===== src/rtl/mem_wb_stage.sv =====
// rtl/mem_wb_stage.sv - elastic MEM/WB pipeline stage with two-entry skid buffer, flush and stall counter
module mem_wb_stage #(
    parameter int DATA_W = 32,
    parameter int ADDR_W = 5,
    parameter int WB_W   = 2,
    parameter int CNT_W  = 16
) (
    input  logic              clk_i,
    input  logic              rst_n_i,
    input  logic              in_valid_i,
    output logic              in_ready_o,
    input  logic              flush_i,
    input  logic [WB_W-1:0]   WB_i,
    input  logic [DATA_W-1:0] ReadMem_i,
    input  logic [DATA_W-1:0] ALUresult_i,
    input  logic [ADDR_W-1:0] RDdata_i,
    output logic              out_valid_o,
    input  logic              out_ready_i,
    output logic [WB_W-1:0]   WB_o,
    output logic [DATA_W-1:0] ReadMem_o,
    output logic [DATA_W-1:0] ALUresult_o,
    output logic [ADDR_W-1:0] RDdata_o,
    output logic              RegWrite_o,
    output logic [DATA_W-1:0] WriteData_o,
    output logic [CNT_W-1:0]  stall_cnt_o
);

    typedef enum logic [1:0] {
        S_EMPTY = 2'd0,
        S_ONE   = 2'd1,
        S_FULL  = 2'd2
    } state_e;

    state_e state_q, state_d;
    logic   in_ready_q;
    logic   in_fire, out_fire;
    logic   load_main, load_skid, skid_to_main;

    logic [WB_W-1:0]   main_wb_q,  skid_wb_q;
    logic [DATA_W-1:0] main_rm_q,  skid_rm_q;
    logic [DATA_W-1:0] main_alu_q, skid_alu_q;
    logic [ADDR_W-1:0] main_rd_q,  skid_rd_q;
    logic [CNT_W-1:0]  stall_q;

    assign in_ready_o  = in_ready_q;
    assign out_valid_o = (state_q != S_EMPTY);
    assign in_fire     = in_valid_i & in_ready_q;
    assign out_fire    = out_valid_o & out_ready_i;

    // in_ready is decoded from the next state so it never depends combinationally on out_ready_i
    always_ff @(posedge clk_i or negedge rst_n_i) begin
        if (!rst_n_i) begin
            state_q    <= S_EMPTY;
            in_ready_q <= 1'b1;
        end else begin
            state_q    <= state_d;
            in_ready_q <= (state_d != S_FULL);
        end
    end

    always_comb begin
        state_d = state_q;
        if (flush_i) begin
            state_d = S_EMPTY;
        end else begin
            case (state_q)
                S_EMPTY: if (in_fire) state_d = S_ONE;
                S_ONE: begin
                    if (in_fire && !out_fire)      state_d = S_FULL;
                    else if (!in_fire && out_fire) state_d = S_EMPTY;
                end
                S_FULL:  if (out_fire) state_d = S_ONE;
                default: state_d = S_EMPTY;
            endcase
        end
    end

    always_comb begin
        load_main    = 1'b0;
        load_skid    = 1'b0;
        skid_to_main = 1'b0;
        if (!flush_i) begin
            case (state_q)
                S_EMPTY: load_main = in_fire;
                S_ONE: begin
                    load_main = in_fire & out_fire;
                    load_skid = in_fire & ~out_fire;
                end
                S_FULL:  skid_to_main = out_fire;
                default: ;
            endcase
        end
    end

    // Flush only kills the control field; payload bits are left as-is
    always_ff @(posedge clk_i or negedge rst_n_i) begin
        if (!rst_n_i) begin
            main_wb_q  <= '0;
            main_rm_q  <= '0;
            main_alu_q <= '0;
            main_rd_q  <= '0;
            skid_wb_q  <= '0;
            skid_rm_q  <= '0;
            skid_alu_q <= '0;
            skid_rd_q  <= '0;
        end else if (flush_i) begin
            main_wb_q <= '0;
            skid_wb_q <= '0;
        end else begin
            if (load_main) begin
                main_wb_q  <= WB_i;
                main_rm_q  <= ReadMem_i;
                main_alu_q <= ALUresult_i;
                main_rd_q  <= RDdata_i;
            end else if (skid_to_main) begin
                main_wb_q  <= skid_wb_q;
                main_rm_q  <= skid_rm_q;
                main_alu_q <= skid_alu_q;
                main_rd_q  <= skid_rd_q;
            end
            if (load_skid) begin
                skid_wb_q  <= WB_i;
                skid_rm_q  <= ReadMem_i;
                skid_alu_q <= ALUresult_i;
                skid_rd_q  <= RDdata_i;
            end
        end
    end

    always_ff @(posedge clk_i or negedge rst_n_i) begin
        if (!rst_n_i) begin
            stall_q <= '0;
        end else if (out_valid_o && !out_ready_i && (stall_q != {CNT_W{1'b1}})) begin
            stall_q <= stall_q + CNT_W'(1);
        end
    end

    assign WB_o        = main_wb_q;
    assign ReadMem_o   = main_rm_q;
    assign ALUresult_o = main_alu_q;
    assign RDdata_o    = main_rd_q;
    assign stall_cnt_o = stall_q;
    assign RegWrite_o  = out_valid_o & main_wb_q[0] & (main_rd_q != '0);
    assign WriteData_o = main_wb_q[1] ? main_rm_q : main_alu_q;

endmodule


===== config.mk =====
export PLATFORM = sky130hd
export DESIGN_NAME = mem_wb_stage
export DESIGN_NICKNAME = d
export VERILOG_FILES = /design/src/rtl/mem_wb_stage.sv
export SDC_FILE = /design/constraint.sdc
export NUM_CORES = 1
export LEC_CHECK = 0
export CORE_MARGIN = 2
export CORE_UTILIZATION = 30
export CTS_CLUSTER_DIAMETER = 30
export DETAILED_ROUTE_END_ITERATION = 7
export HOLD_SLACK_MARGIN = 0.08
export PLACE_DENSITY_LB_ADDON = 0.05
export SYNTH_ARGS = -nofsm -noshare
export SYNTH_HDL_FRONTEND = slang
export SYNTH_SLANG_ARGS = --single-unit

===== constraint.sdc =====
create_clock -name clk_i -period 2.6 [get_ports clk_i]
set_input_delay 0.52 -clock clk_i [delete_from_list [all_inputs] [get_ports clk_i]]
set_output_delay 0.52 -clock clk_i [all_outputs]
set_load 0.03 [all_outputs]

==> reports/results.md, run 1 <==
| Item | Value | Unit |
|---|---|---|
| Total Wirelength | 19200 | um |
| Capture instance of the worst register-to-register path | skid_rm_q[12] | - |
| Final cell count without fillers | 1056 | - |
| Vias in the first global route | 5341 | - |
| Setup repair after global routing missed its margin | false | - |
| Total standard cell area after synthesis | 7160 | um^2 |
| Path category of the worst min-delay check | in -> async | - |
| Cell count after placement | 1024 | - |
| Worst setup path start | WB_o[1] | - |
| Critical path arrival | 1.96 | ns |
| DRT met1 WL | 9080 | um |
| Clock tree root buffer cell | sky130_fd_sc_hd__clkbuf_16 | - |
| Avg Cell Area, Syn | 13.7 | um^2 |
| Endpoint of the worst setup timing path | WriteData_o[25] | - |
| Synth-to-layout area growth | 43.1 | % |
| DIE WIDTH | 158 | um |
| Metal2 WL | 9070 | um |
| Pwr per Cell Area | 842 | nW/um^2 |
| Antenna violations before repair | 0 | - |
| Synth cell types | 44 | - |
| Cell type with the largest total area after synthesis | sky130_fd_sc_hd__dfrtp_1 | - |
| Setup violators final | 0 | - |
| Required time at the worst-slack endpoint | 2.08 | ns |
| Number of flip-flops and latches in the synthesized netlist | 161 | - |
| Slew Viols, Final | 0 | - |
| Leakage Power | 4.70 | nW |
| Detailed placer's ending HPWL | 12700 | um |
| TritonCTS clock tree | done | - |
| Biggest area contributors in the synthesized netlist | sky130_fd_sc_hd__dfrtp_1 56%, sky130_fd_sc_hd__mux2_2 14%, sky130_fd_sc_hd__a22o_1 8.4%, sky130_fd_sc_hd__a21o_1 7.2%, sky130_fd_sc_hd__mux2_4 2.1% | - |
| Number of cell rows | 56 | - |
| Total die area | 25100 | um^2 |
| Net count after synthesis | 601 | - |
| Summed negative setup slack over all endpoints | 0 | ns |
| Worst Reg2Reg Path Length in Cells | 5 | - |
| Post-synth ARST share | 100 | % |
| Capturing element type of the critical path | output port | - |
| CTS H-tree lvls | 4 | - |
| I/O pin count | 198 | - |
| Number of buffers created by CTS | 17 | - |
| Cell with the most instances after synthesis | sky130_fd_sc_hd__dfrtp_1 | - |
| Setup repair bufs after CTS | 0 | - |
| Pin count of the biggest net entering global routing | 63 | - |
| Slowest stage cell, crit path | sky130_fd_sc_hd__clkdlybuf4s50_1 | - |
| Antenna-violating nets left | 0 | - |
| Clock-pin slew reported for the worst setup and hold paths after clock tree synthesis | 0.07 | ns |
| Fraction of final layout cells sized beyond drive strength 1 | 22.1 | % |
| Highest net fanout along the worst path | 24 | - |
| Vias per cell | 4.88 | - |
| Minimum period implied by the final worst setup slack | 2.48 | ns |
| Port buffer count | 197 | - |
| Core ar. | 23500 | um^2 |
| Wire length of the first global-routing pass | 29900 | um |
| Number of cells produced by synthesis | 524 | - |
| Primary FF master, synth | sky130_fd_sc_hd__dfrtp_1 | - |
| Overall die height | 158 | um |
| Antenna diode instance count | 0 | - |
| Max Clk Rate | 404 | MHz |
| Initial Utilization | 30.5 | % |
| Routability-driven placement congestion ratio | 0.766 | - |
| Max Root-Sink Buffers | 2 | - |
| EDFF count, synth | 0 | - |
| Delay of the slowest cell on the worst path | 0.60 | ns |
| Number of maximum-capacitance constraint violations | 0 | - |
| Internal reg-to-reg setup slack | 0.61 | ns |
| Number of nets in the final layout | 801 | - |
| Relative slew slack | 59.4 | % |
| Average detailed-routed wire length per instance | 18.2 | um |
| Worst reg2reg startpoint | state_q[1] | - |
| Cell breakdown of the critical path | buf_12 -> mux2_2 -> clkdlybuf4s50_1 | - |
| Clock latency reported for the late side of the worst-skew pair | 0.42 | ns |
| Worst clock skew on the final layout | 0.0122 | ns |
| Detailed-route DRC error count | 0 | - |
| Portion of the post-synthesis area used by sequential elements | 56.3 | % |
| Status | completed | - |
| Num Clock Sinks | 161 | - |
| Via count | 5155 | - |
| VDD IR-drop max | 0.000429 | V |
| Detailed route wirelength on metal3 | 763 | um |
| Remaining global-route overflow | 0 | - |
| Share of the clock period used by the worst path | 95.2 | % |
| Actual transition at the worst max-transition pin | 0.609 | ns |
| Critical setup path kind | reg -> out | - |
| Synthesis Warnings | 0 | - |
| Final Hold Violating Endpoints | 0 | - |
| Pre-antenna DRT Iters | 4 | - |
| Uppermost signal routing layer after detailed routing | met4 | - |
| Count of routing violations after the opening detailed-route iteration | 131 | - |
| Share of the synthesized area in the top cell type | 55.9 | % |
| Startpoint Class | flop | - |
| Most used standard cells in the synthesized netlist | 160 x sky130_fd_sc_hd__dfrtp_1, 92 x sky130_fd_sc_hd__mux2_2, 69 x sky130_fd_sc_hd__a21o_1, 69 x sky130_fd_sc_hd__a22o_1, 20 x sky130_fd_sc_hd__clkbuf_1 | - |
| Total routing resource utilization after global routing | 15.5 | % |
## logic make-up after synthesis
group | synth area share (%)
buffers and inverters | 2.90
AND/OR/NAND/NOR | 4.41
flip-flops | 56.3
adder cells (fa/ha/maj) | 0.175
XOR/XNOR | 1.22
multiplexers | 17.6
AO/OA/AOI/OAI | 17.4
## critical path: cells and delay by family, from the launching register on
| kind | cells | cell delay, ns |
|---|---|---|
| flops | 1 | 0.38 |
| buf+inv | 2 | 0.80 |
| mux | 1 | 0.35 |
## repair_timing
item                                    4_1_cts  5_1_grt
endpoints found under the setup margin        1        0
hold buffers                                  0        0
gates resized for setup                       1        0
## report_power, final
group	switching (W)	total [W]	internal (W)
combinational	0.00125	0.00253	0.00128
clock	0.00106	0.00261	0.00155
sequential	0.000418	0.00349	0.00308
## cells in the final DEF (no fill, tap or decap), types with 5 or more instances in the layout
master,netlist,layout
sky130_fd_sc_hd__mux2i_1,6,6
sky130_fd_sc_hd__xor2_1,7,7
sky130_fd_sc_hd__mux2_2,92,92
sky130_fd_sc_hd__a22o_1,69,69
sky130_fd_sc_hd__nand4_1,5,5
sky130_fd_sc_hd__buf_12,1,11
sky130_fd_sc_hd__mux2_4,10,10
sky130_fd_sc_hd__clkbuf_16,0,17
sky130_fd_sc_hd__nand3_1,9,9
sky130_fd_sc_hd__clkdlybuf4s50_1,0,195
sky130_fd_sc_hd__nand2_1,5,5
sky130_fd_sc_hd__buf_4,6,9
sky130_fd_sc_hd__dfrtp_1,160,159
sky130_fd_sc_hd__a21o_1,69,69
sky130_fd_sc_hd__nor2_1,9,8
sky130_fd_sc_hd__a21oi_1,5,5
## sequential cells by signal, summed over array words and instances (netlist names)
register     flops
ALUresult_o     32
in_ready_o       1
skid_alu_q      32
WB_o             2
skid_rd_q        5
RDdata_o         5
stall_cnt_o     16
ReadMem_o       32
skid_rm_q       32
state_q          2
skid_wb_q        2
## cell type report
class | instances | area, um^2
clock inverters | 11 | 153
flip-flops and latches | 161 | 4030
well taps | 319 | 399
multi-input cells | 326 | 2940
repair buffers | 217 | 2260
clock buffers | 21 | 450
fillers | 2216 | 13200
inverters | 1 | 3.75
## worst min path at each step
stage | start | to | depth (start not counted)
3_5_place_dp | ReadMem_o[11] | ReadMem_o[11] | 1
6_report | rst_n_i | ALUresult_o[7] | 1
3_3_place_gp | ReadMem_o[14] | ReadMem_o[14] | 1
5_1_grt | rst_n_i | ALUresult_o[3] | 1
2_1_floorplan | rst_n_i | ALUresult_o[0] | 0
4_1_cts | rst_n_i | ALUresult_o[7] | 1
## metal layers
metal,vias to the layer above,track usage [%]
li1,2367,-
met2,122,24.9
met1,2651,21.2
met5,-,0
met4,0,4.98
met3,15,2.99
## metrics by stage
step	cell area (um^2)	total power (W)	hold WS (ns)	setup WS, ns	utilization [%]
floorplan	7160	0.00492	0.224	0.537	-
global placement	9640	0.00603	0.477	0.184	41.1
detailed placement	9640	0.00609	0.486	0.148	41.1
CTS	10200	0.00874	0.107	0.0850	43.6
global route	10200	0.00906	0.117	0.0428	43.6
finish	10200	0.00863	0.0789	0.124	43.6
No activity file was read; power rests on OpenSTA's default activity.
==> run 2: changes to the inputs <==
--- a/config.mk
+++ b/config.mk
@@ -6,7 +6,7 @@
 export NUM_CORES = 1
 export LEC_CHECK = 0
 export CORE_MARGIN = 2
-export CORE_UTILIZATION = 30
+export CORE_UTILIZATION = 48
 export CTS_CLUSTER_DIAMETER = 30
 export DETAILED_ROUTE_END_ITERATION = 7
 export HOLD_SLACK_MARGIN = 0.08
==> reports/results.md, run 2 (same netlist as run 1, synthesis figures left out) <==
| Item | Value | Unit | Change |
|---|---|---|---|
| Number of maximum-capacitance constraint violations | 0 | - | unchanged |
| Slowest stage cell, crit path | sky130_fd_sc_hd__clkdlybuf4s50_1 | - |  |
| Path category of the worst min-delay check | in -> async | - |  |
| Summed negative setup slack over all endpoints | 0 | ns | unchanged |
| Share of the clock period used by the worst path | 96.3 | % | +1.1 points |
| Hold Buf Count CTS | 0 | - | unchanged |
| Worst clock skew on the final layout | 0.00821 | ns | -0.00396 ns |
| Status | completed | - |  |
| Port buffer count | 197 | - | unchanged |
| Internal reg-to-reg setup slack | 0.58 | ns | -0.03 ns |
| Overall die height | 126 | um | -20% |
| Remaining global-route overflow | 0 | - | unchanged |
| Vias in the first global route | 5278 | - | -1.2% |
| Detailed-route DRC error count | 0 | - | unchanged |
| Initial Utilization | 49.2 | % | +19 points |
| Capturing element type of the critical path | output port | - |  |
| Setup violators final | 0 | - | unchanged |
| Clock tree root buffer cell | sky130_fd_sc_hd__clkbuf_16 | - |  |
| Routability-driven placement congestion ratio | 0.791 | - | +3.3% |
| Antenna diode instance count | 0 | - | unchanged |
| Fraction of final layout cells sized beyond drive strength 1 | 22.7 | % | +0.59 points |
| Via count | 5204 | - | +0.95% |
| Layer with the highest usage after global routing | met2 | - |  |
| Global-route met3 utilization | 5.48 | % | +2.5 points |
| Critical path arrival | 1.98 | ns | +0.02 ns |
| Setup repair after global routing missed its margin | false | - |  |
| Required time at the worst-slack endpoint | 2.08 | ns | about the same |
| Clock latency reported for the late side of the worst-skew pair | 0.42 | ns | about the same |
| Worst setup path start | WB_o[1] | - |  |
| Worst reg2reg startpoint | state_q[1] | - |  |
| Number of cell rows | 44 | - | -21% |
| TritonCTS clock tree | done | - |  |
| Total Wirelength | 17100 | um | -11% |
| Delay of the slowest cell on the worst path | 0.59 | ns | about the same |
| Critical setup path kind | reg -> out | - |  |
| Worst hold slack across all endpoints | 0.0667 | ns | -0.0122 ns |
| Max Root-Sink Buffers | 2 | - | unchanged |
| Actual transition at the worst max-transition pin | 0.632 | ns | +0.0237 ns |
| Minimum period implied by the final worst setup slack | 2.50 | ns | +0.0289 ns |
| Slew Viols, Final | 0 | - | unchanged |
| Antenna-violating nets left | 0 | - | unchanged |
| Synth-to-layout area growth | 41.3 | % |  |
| Number of nets in the final layout | 804 | - | +0.37% |
| Most frequent cells in the layout | 195 x sky130_fd_sc_hd__clkdlybuf4s50_1, 159 x sky130_fd_sc_hd__dfrtp_1, 92 x sky130_fd_sc_hd__mux2_2 | - |  |
| VDD IR-drop max | 0.000689 | V | +61% |
| Number of fill cells in the layout | 1031 | - | -53% |
| Count of routing violations after the opening detailed-route iteration | 235 | - | +79% |
| Most common library cell in the layout ignoring fill and taps | sky130_fd_sc_hd__clkdlybuf4s50_1 | - |  |
| Clock-pin slew reported for the worst setup and hold paths after clock tree synthesis | 0.06 | ns | about the same |
| Number of buffers created by CTS | 17 | - | unchanged |
| Highest net fanout along the worst path | 8 | - | -67% |
| Final Hold Violating Endpoints | 0 | - | unchanged |
| Total die area | 15900 | um^2 | -37% |
| Global routing usage on met1 | 30.3 | % | +9.1 points |
| Num Clock Sinks | 161 | - | unchanged |
| Relative slew slack | 57.8 | % | -1.6 points |
| Wire length of the first global-routing pass | 27900 | um | -6.6% |
| Total routing resource utilization after global routing | 22.1 | % | +6.6 points |
| DIE WIDTH | 126 | um | -20% |
| Leakage Power | 4.73 | nW | +0.55% |
| Max Clk Rate | 399 | MHz | -1.2% |
| Average detailed-routed wire length per instance | 18.5 | um | +1.8% |
| Vias per cell | 5.63 | - | +15% |
| Antenna violations before repair | 0 | - | unchanged |
| CTS H-tree lvls | 4 | - | unchanged |
| Pwr per Cell Area | 848 | nW/um^2 | +0.69% |
| Startpoint Class | flop | - |  |
| Total Power | 0.00858 | W | -0.53% |
| Cell breakdown of the critical path | buf_4 -> mux2_2 -> clkdlybuf4s50_1 | - |  |
| Pin count of the biggest net entering global routing | 66 | - | +4.8% |
| Core ar. | 14500 | um^2 | -38% |
| Met2 Use GR | 35.2 | % | +10 points |
| Detailed placer's ending HPWL | 12000 | um | -5.9% |
| Pre-antenna DRT Iters | 4 | - | unchanged |
| I/O pin count | 198 | - | unchanged |
==> run 2: changes by cell type in the layout (fill, tap and decap cells not counted), sizes merged <==
cell      before  now
buf           21   24
clkbuf        21   20
clkinv         2    3
clkinvlp       3    4
inv            4    3
==> run 2: power by group <==
| group | leakage (nW) | total [W] | internal (W) | switching (W) |
|---|---|---|---|---|
| logic | 2.43 | 0.00253 | 0.00129 | 0.00124 |
| clock network | 0.289 | 0.00255 | 0.00157 | 0.000987 |
| registers | 2.01 | 0.00350 | 0.00308 | 0.000420 |
==> run 2: routing by layer <==
layer  vias up  routed length [um]
met5         -                   0
met1      2662                7830
li1       2370                   -
met4         0                 217
met3        14                 833
met2       158                8220
==> run 2: stage by stage <==
stage                     setup WS (ns)  instance area, um^2  utilization [%]  std cells
final                            0.0956                10100             69.6        924
after global routing             0.0248                10100             69.6        924
after CTS                        0.0688                10100             69.6        924
after detailed placement          0.140                 9500             65.3        891
after global placement            0.208                 9500             65.3        891
after floorplan                   0.537                 7160                -        524
==> run 2: cell type report <==
cell class,count,area [um^2],area share [%]
repair buffers,220,2290,22.7
well taps,184,230,2.28
clock inverters,12,156,1.55
clock buffers,20,457,4.52
flip-flops and latches,161,4030,39.9
multi-input cells,326,2940,29.1
inverters,1,3.75,0.0371
==> run 2: final timing paths <==
check / end / cells past startpoint
min in group clk_i: stall_cnt_o[7] / 1
max in group asynchronous: skid_alu_q[13] / 2
worst max-delay path: WriteData_o[4] / 3
worst min-delay path: skid_alu_q[6] / 1
worst max register to register: skid_rm_q[22] / 5
worst min register to register: stall_cnt_o[7] / 1
==> run 2: critical path: cells and delay by family (launching register included) <==
| kind | cells | cell delay, ns |
|---|---|---|
| buffers and inverters | 2 | 0.79 |
| DFF | 1 | 0.42 |
| muxes | 1 | 0.34 |
==> run 2: what timing repair did <==
item | 4_1_cts | 5_1_grt
endpoints found under the setup margin | 25 | 0
gates resized for setup | 1 | 0
buffers inserted | 1 | 0
hold endpoints to repair | 0 | 0
==> run 3: changes to the inputs <==
--- a/config.mk
+++ b/config.mk
@@ -6,7 +6,8 @@
 export NUM_CORES = 1
 export LEC_CHECK = 0
 export CORE_MARGIN = 2
-export CORE_UTILIZATION = 48
+export CORE_UTILIZATION = 35
+export CTS_BUF_LIST = sky130_fd_sc_hd__clkbuf_2
 export CTS_CLUSTER_DIAMETER = 30
 export DETAILED_ROUTE_END_ITERATION = 7
 export HOLD_SLACK_MARGIN = 0.08
@@ -14,3 +15,4 @@
 export SYNTH_ARGS = -nofsm -noshare
 export SYNTH_HDL_FRONTEND = slang
 export SYNTH_SLANG_ARGS = --single-unit
+export TNS_END_PERCENT = 10
==> reports/results.md, run 3 (same netlist as run 1, synthesis figures left out) <==
| Item | Value | Unit | Change |
|---|---|---|---|
| Relative slew slack | 60.5 | % | +2.7 points |
| Average detailed-routed wire length per instance | 17.9 | um | -3.2% |
| Fraction of final layout cells sized beyond drive strength 1 | 26.7 | % | +4.0 points |
| Synth-to-layout area growth | 36.9 | % |  |
| Share of the clock period used by the worst path | 95.5 | % | -0.87 points |
| Minimum period implied by the final worst setup slack | 2.48 | ns | -0.0226 ns |
| Num Clock Sinks | 161 | - | unchanged |
| Wire length of the first global-routing pass | 28900 | um | +3.5% |
| Clock tree root buffer cell | sky130_fd_sc_hd__clkbuf_2 | - |  |
| CTS H-tree lvls | 4 | - | unchanged |
| Total Wirelength | 18100 | um | +5.6% |
| Cell count after placement | 974 | - | +9.3% |
| Highest net fanout along the worst path | 18 | - | +10 |
| TritonCTS clock tree | done | - |  |
| Port buffer count | 197 | - | unchanged |
| Routability-driven placement congestion ratio | 0.735 | - | -7.1% |
| Post-layout util | 48.6 | % | -21 points |
| Final Hold Violating Endpoints | 0 | - | unchanged |
| Pre-antenna DRT Iters | 4 | - | unchanged |
| Slew Viols, Final | 0 | - | unchanged |
| Pwr per Cell Area | 761 | nW/um^2 | -10% |
| Initial Utilization | 35.5 | % | -14 points |
| VDD IR-drop max | 0.000519 | V | -25% |
| Most frequent cells in the layout | 159 x sky130_fd_sc_hd__dfrtp_1, 159 x sky130_fd_sc_hd__clkdlybuf4s50_1, 92 x sky130_fd_sc_hd__mux2_2 | - |  |
| Detailed-route DRC error count | 0 | - | unchanged |
| Setup violators final | 0 | - | unchanged |
| Capturing element type of the critical path | output port | - |  |
| Number of fill cells in the layout | 1849 | - | +79% |
| Dpl cell area | 9530 | um^2 | +0.37% |
| Vias per cell | 5.06 | - | -10% |
| Remaining global-route overflow | 0 | - | unchanged |
| Total die area | 21600 | um^2 | +36% |
| Count of routing violations after the opening detailed-route iteration | 244 | - | +3.8% |
| Setup repair after global routing missed its margin | true | - |  |
| Overall die height | 147 | um | +17% |
| Worst Reg2Reg Path Length in Cells | 5 | - | unchanged |
| Final cell count without fillers | 1008 | - | +9.1% |
| Final Instance Area | 9800 | um^2 | -3.1% |
| DIE WIDTH | 147 | um | +17% |
| Clock-pin slew reported for the worst setup and hold paths after clock tree synthesis | 0.25 | ns | +0.19 ns |
| Max Root-Sink Buffers | 2 | - | unchanged |
| Antenna-violating nets left | 0 | - | unchanged |
| Startpoint Class | flop | - |  |
| Required time at the worst-slack endpoint | 2.08 | ns | about the same |
| Total routing resource utilization after global routing | 17.0 | % | -5.1 points |
| Clock latency reported for the late side of the worst-skew pair | 0.70 | ns | +0.28 ns |
| Number of maximum-capacitance constraint violations | 0 | - | unchanged |
| Pin count of the biggest net entering global routing | 75 | - | +14% |
| Worst hold slack across all endpoints | 0.277 | ns | +0.210 ns |
| I/O pin count | 198 | - | unchanged |
| Critical path arrival | 1.96 | ns | -0.02 ns |
| Detailed placer's ending HPWL | 12400 | um | +3.7% |
| Max Clk Rate | 403 | MHz | +0.91% |
| Critical setup path kind | reg -> out | - |  |
| Number of cell rows | 52 | - | +18% |
| Antenna violations before repair | 2 | - | +2 |
| Actual transition at the worst max-transition pin | 0.591 | ns | -0.0415 ns |
| Status | completed | - |  |
| Number of nets in the final layout | 801 | - | -0.37% |
| Via count | 5102 | - | -2.0% |
| Leakage Power | 4.65 | nW | -1.8% |
| Number of buffers created by CTS | 17 | - | unchanged |
| Worst clock skew on the final layout | 0.0465 | ns | +0.0383 ns |
| Path category of the worst min-delay check | in -> async | - |  |
| Vias in the first global route | 5379 | - | +1.9% |
| Core ar. | 20200 | um^2 | +39% |
## run 3: changes by cell type in the layout (fill, tap and decap cells not counted), moves of 2 or more
cell	delta
sky130_fd_sc_hd__clkdlybuf4s50_1	-36
sky130_fd_sc_hd__clkbuf_2	+33
sky130_fd_sc_hd__clkdlybuf4s15_2	+18
sky130_fd_sc_hd__clkbuf_16	-17
sky130_fd_sc_hd__buf_12	-3
sky130_fd_sc_hd__dlymetal6s2s_1	+3
sky130_fd_sc_hd__clkbuf_8	-2
sky130_fd_sc_hd__clkinv_1	+2
sky130_fd_sc_hd__clkinv_2	-2
sky130_fd_sc_hd__clkinv_4	+2
## run 3: cell type report
cell class | instances | area [um^2] | area share [%]
clock inverters | 13 | 185 | 1.89
multi-input cells | 326 | 2950 | 30.1
repair buffers | 217 | 2200 | 22.4
well taps | 270 | 338 | 3.45
clock buffers | 19 | 95.1 | 0.970
inverters | 1 | 3.75 | 0.0383
flip-flops and latches | 161 | 4030 | 41.1
diodes | 1 | 2.50 | 0.0255
## run 3: where the power goes
group | internal [W] | switching [W]
combinational | 0.00122 | 0.00125
clock | 0.000639 | 0.000885
sequential | 0.00307 | 0.000405
total | 0.00492 | 0.00254
## run 3: repair_timing
action | in CTS | in global routing
buffers inserted | 0 | 0
hold endpoints to repair | 54 | 0
setup endpoints to repair | 34 | 36
cloned | 0 | 0
pin swaps | 0 | 1
hold buffers | 1 | 0
gates resized for setup | 74 | 38
## run 3: worst paths after layout
check | start | endpoint | slack (ns)
max | WB_o[1] | WriteData_o[0] | 0.12
min | rst_n_i | ALUresult_o[7] | 0.28
max reg2reg | state_q[1] | skid_rm_q[31] | 0.62
min reg2reg | stall_cnt_o[7] | stall_cnt_o[7] | 0.51
max in group asynchronous | rst_n_i | in_ready_o | 1.44
min in group clk_i | WB_i[1] | WB_o[1] | 0.44
## run 3: through the flow
stage	power, W	worst slack (ns)	setup TNS, ns
detailed placement	0.00607	0.0570	0
CTS	0.00758	-0.107	-0.305
floorplan	0.00492	0.537	0
global placement	0.00601	0.106	0
finish	0.00746	0.118	0
global route	0.00789	-0.0480	-0.160
## run 3: per-layer routing
metal  wire length (um)  GRT usage (%)
met1               8450           22.8
met2               8470           27.6
met3                992           4.97
met4                128           3.75
met5                 13              0
## run 3: critical path, cell delays in order (launching register included)
cell                              delay, ns
sky130_fd_sc_hd__dfrtp_2               0.46
sky130_fd_sc_hd__buf_12                0.18
sky130_fd_sc_hd__mux2_2                0.36
sky130_fd_sc_hd__clkdlybuf4s15_2       0.28
==> RTL edit, RTL diff (settings of run 2) <==
Register the output `stall_cnt_o` once more; this adds one clock of latency there. The other outputs are not delayed to match.
--- a/src/rtl/mem_wb_stage.sv
+++ b/src/rtl/mem_wb_stage.sv
@@ -139,7 +139,9 @@
     assign ReadMem_o   = main_rm_q;
     assign ALUresult_o = main_alu_q;
     assign RDdata_o    = main_rd_q;
-    assign stall_cnt_o = stall_q;
+    always_ff @(posedge clk_i) begin
+        stall_cnt_o <= stall_q;
+    end
     assign RegWrite_o  = out_valid_o & main_wb_q[0] & (main_rd_q != '0);
     assign WriteData_o = main_wb_q[1] ? main_rm_q : main_alu_q;
 
Formal check against the unedited RTL: not equivalent (Yosys sat finds a counterexample within 4 cycles, from zero or initial values and one cycle with rst_n_i low).
==> RTL edit against run 2 <==
  * Clock skew increased by 2.4 ps
  * Utilization decreased by 1.8 points
  * Synthesized area increased by 4.5%
  * Global-route usage decreased by 0.86 points
  * Sequential cell count increased by 16
  * Sequential power increased by 7.7%
  * Setup slack got worse by 10 ps
  * Final area increased by 2.0%
  * Worst hold slack improved by 340 ps
  * Synthesized cell count increased by 3.1%
  * Fmax decreased by 0.40%
  * Power increased by 3.4%
  * Wire length decreased by 0.19%
  * Largest cell class unchanged
==> RTL edit: results (changes against run 2) <==
| Metric | Value |
|---|---|
| Status | finished, final reports clean (unchanged) |
| Share of cells above drive strength 1 | 21.6% (was 22.7%) |
| Final Net Count | 814 (was 804) |
| Hold Crit Class | reg2reg (was in2async) |
| First-pass GRT wire length | 27.2 mm (was 27.9 mm) |
| Post-DP Area | 9700 um^2 (was 9500 um^2) |
| Vias in the first global route | 5,276 (was 5,278) |
| Area Overhead vs Synth | 37.9% (was 41.3%) |
| Synth Net Count | 617 (was 601) |
| Hpwl dp | 11.6 mm (was 12.0 mm) |
| Pre-CTS setup slack | 124 ps (was 140 ps) |
| Final WL | 17.1 mm (about the same) |
| Clk slew on worst S/H paths | ~70 ps |
| Leakage | 4.81 nW (was 4.73 nW) |
| Post-Layout Cell Count | 938 (was 924) |
| Number of vias per cell | 5.55 (was 5.63) |
| RD Place Congestion | 0.826 (was 0.791) |
| GRT Overall Usage | 21.2% (was 22.1%) |
| Fraction of registers with async set/reset | 91.0% (was 100%) |
| Ranking of synthesized cells by area | dfrtp_1, mux2_2, a22o_1, a21o_1, dfxtp_1 (was dfrtp_1, mux2_2, a22o_1, a21o_1, mux2_4) |
| FILL cells | 1,132 (was 1,031) |
| Skew final | 10.7 ps (was 8.21 ps) |
| Worst-path maximum fanout | 15 (was 8) |
| Largest net degree at the start of global routing | 64 (was 66) |
| GR Util met2 | 34.7% (was 35.2%) |
| Switching portion of total power | 31.0% (was 30.9%) |
| Metal3 WL | 893 um (was 833 um) |
| Met3 Track Usage GR | 5.61% (was 5.48%) |
| Synth Instances | 540 (was 524) |
| Postcts setup bufs | 0 (was 1) |
| Worst slew pin tran | 578 ps (was 632 ps) |
| Metal-1 WL | 7.52 mm (was 7.83 mm) |
| Sequential element share of the synthesized area | 58.2% (was 56.3%) |
| First DRT Iteration DRCs | 314 (was 235) |
| Placed Instances | 905 (was 891) |
| Met2 WL | 8.43 mm (was 8.22 mm) |
| Yosys cell types | 45 (was 44) |
| Met1 GRT Util | 27.8% (was 30.3%) |
==> RTL edit: power groups by stage <==
stage	clock network, mW	registers, mW	logic [mW]
floorplan	0	4.19	1.04
global placement	0	3.78	2.51
detailed placement	0	3.82	2.55
CTS	2.62	3.77	2.57
global route	2.74	3.85	2.69
finish	2.56	3.77	2.54
==> RTL edit: final cells by class <==
class	instances	share of cell area (%)
sequential	177	42.2
multi-input combinational	326	28.5
timing repair buffer	214	21.1
clock buffer	19	4.39
tap	188	2.28
clock inverter	13	1.44
inverter	1	0.0364
==> RTL edit: critical path, cell delays in order (launching register included) <==
cell             delay [ps]
dfrtp_2                 360
buf_4                   240
mux2_2                  370
clkdlybuf4s50_1         590
==> RTL edit: what timing repair did <==
action / in CTS / in global routing
gates resized for setup: 2 / 1
endpoints found under the hold margin: 4 / 0
setup endpoints to repair: 2 / 16
hold buffers: 1 / 0
pin swaps: 0 / 0
==> RTL edit: worst paths after layout <==
check	from	end	slack, ps
max in group asynchronous	rst_n_i	skid_alu_q[31]	1180
worst min register to register	stall_q[7]	stall_cnt_o[7]	410
worst max register to register	state_q[1]	skid_rm_q[30]	620
worst max-delay path	WB_o[1]	WriteData_o[16]	90
min in group asynchronous	rst_n_i	ALUresult_o[26]	640
worst min-delay path	stall_q[7]	stall_cnt_o[7]	410
==> RTL edit: logic make-up after synthesis <==
logic type / count (synthesis) / synth area share, %
flops: 177 / 58.2
compound gates: 156 / 16.7
mux: 109 / 16.8
simple gates: 50 / 4.22
buf+inv: 37 / 2.78
xor+xnor: 10 / 1.17
fa+ha+maj: 1 / 0.167
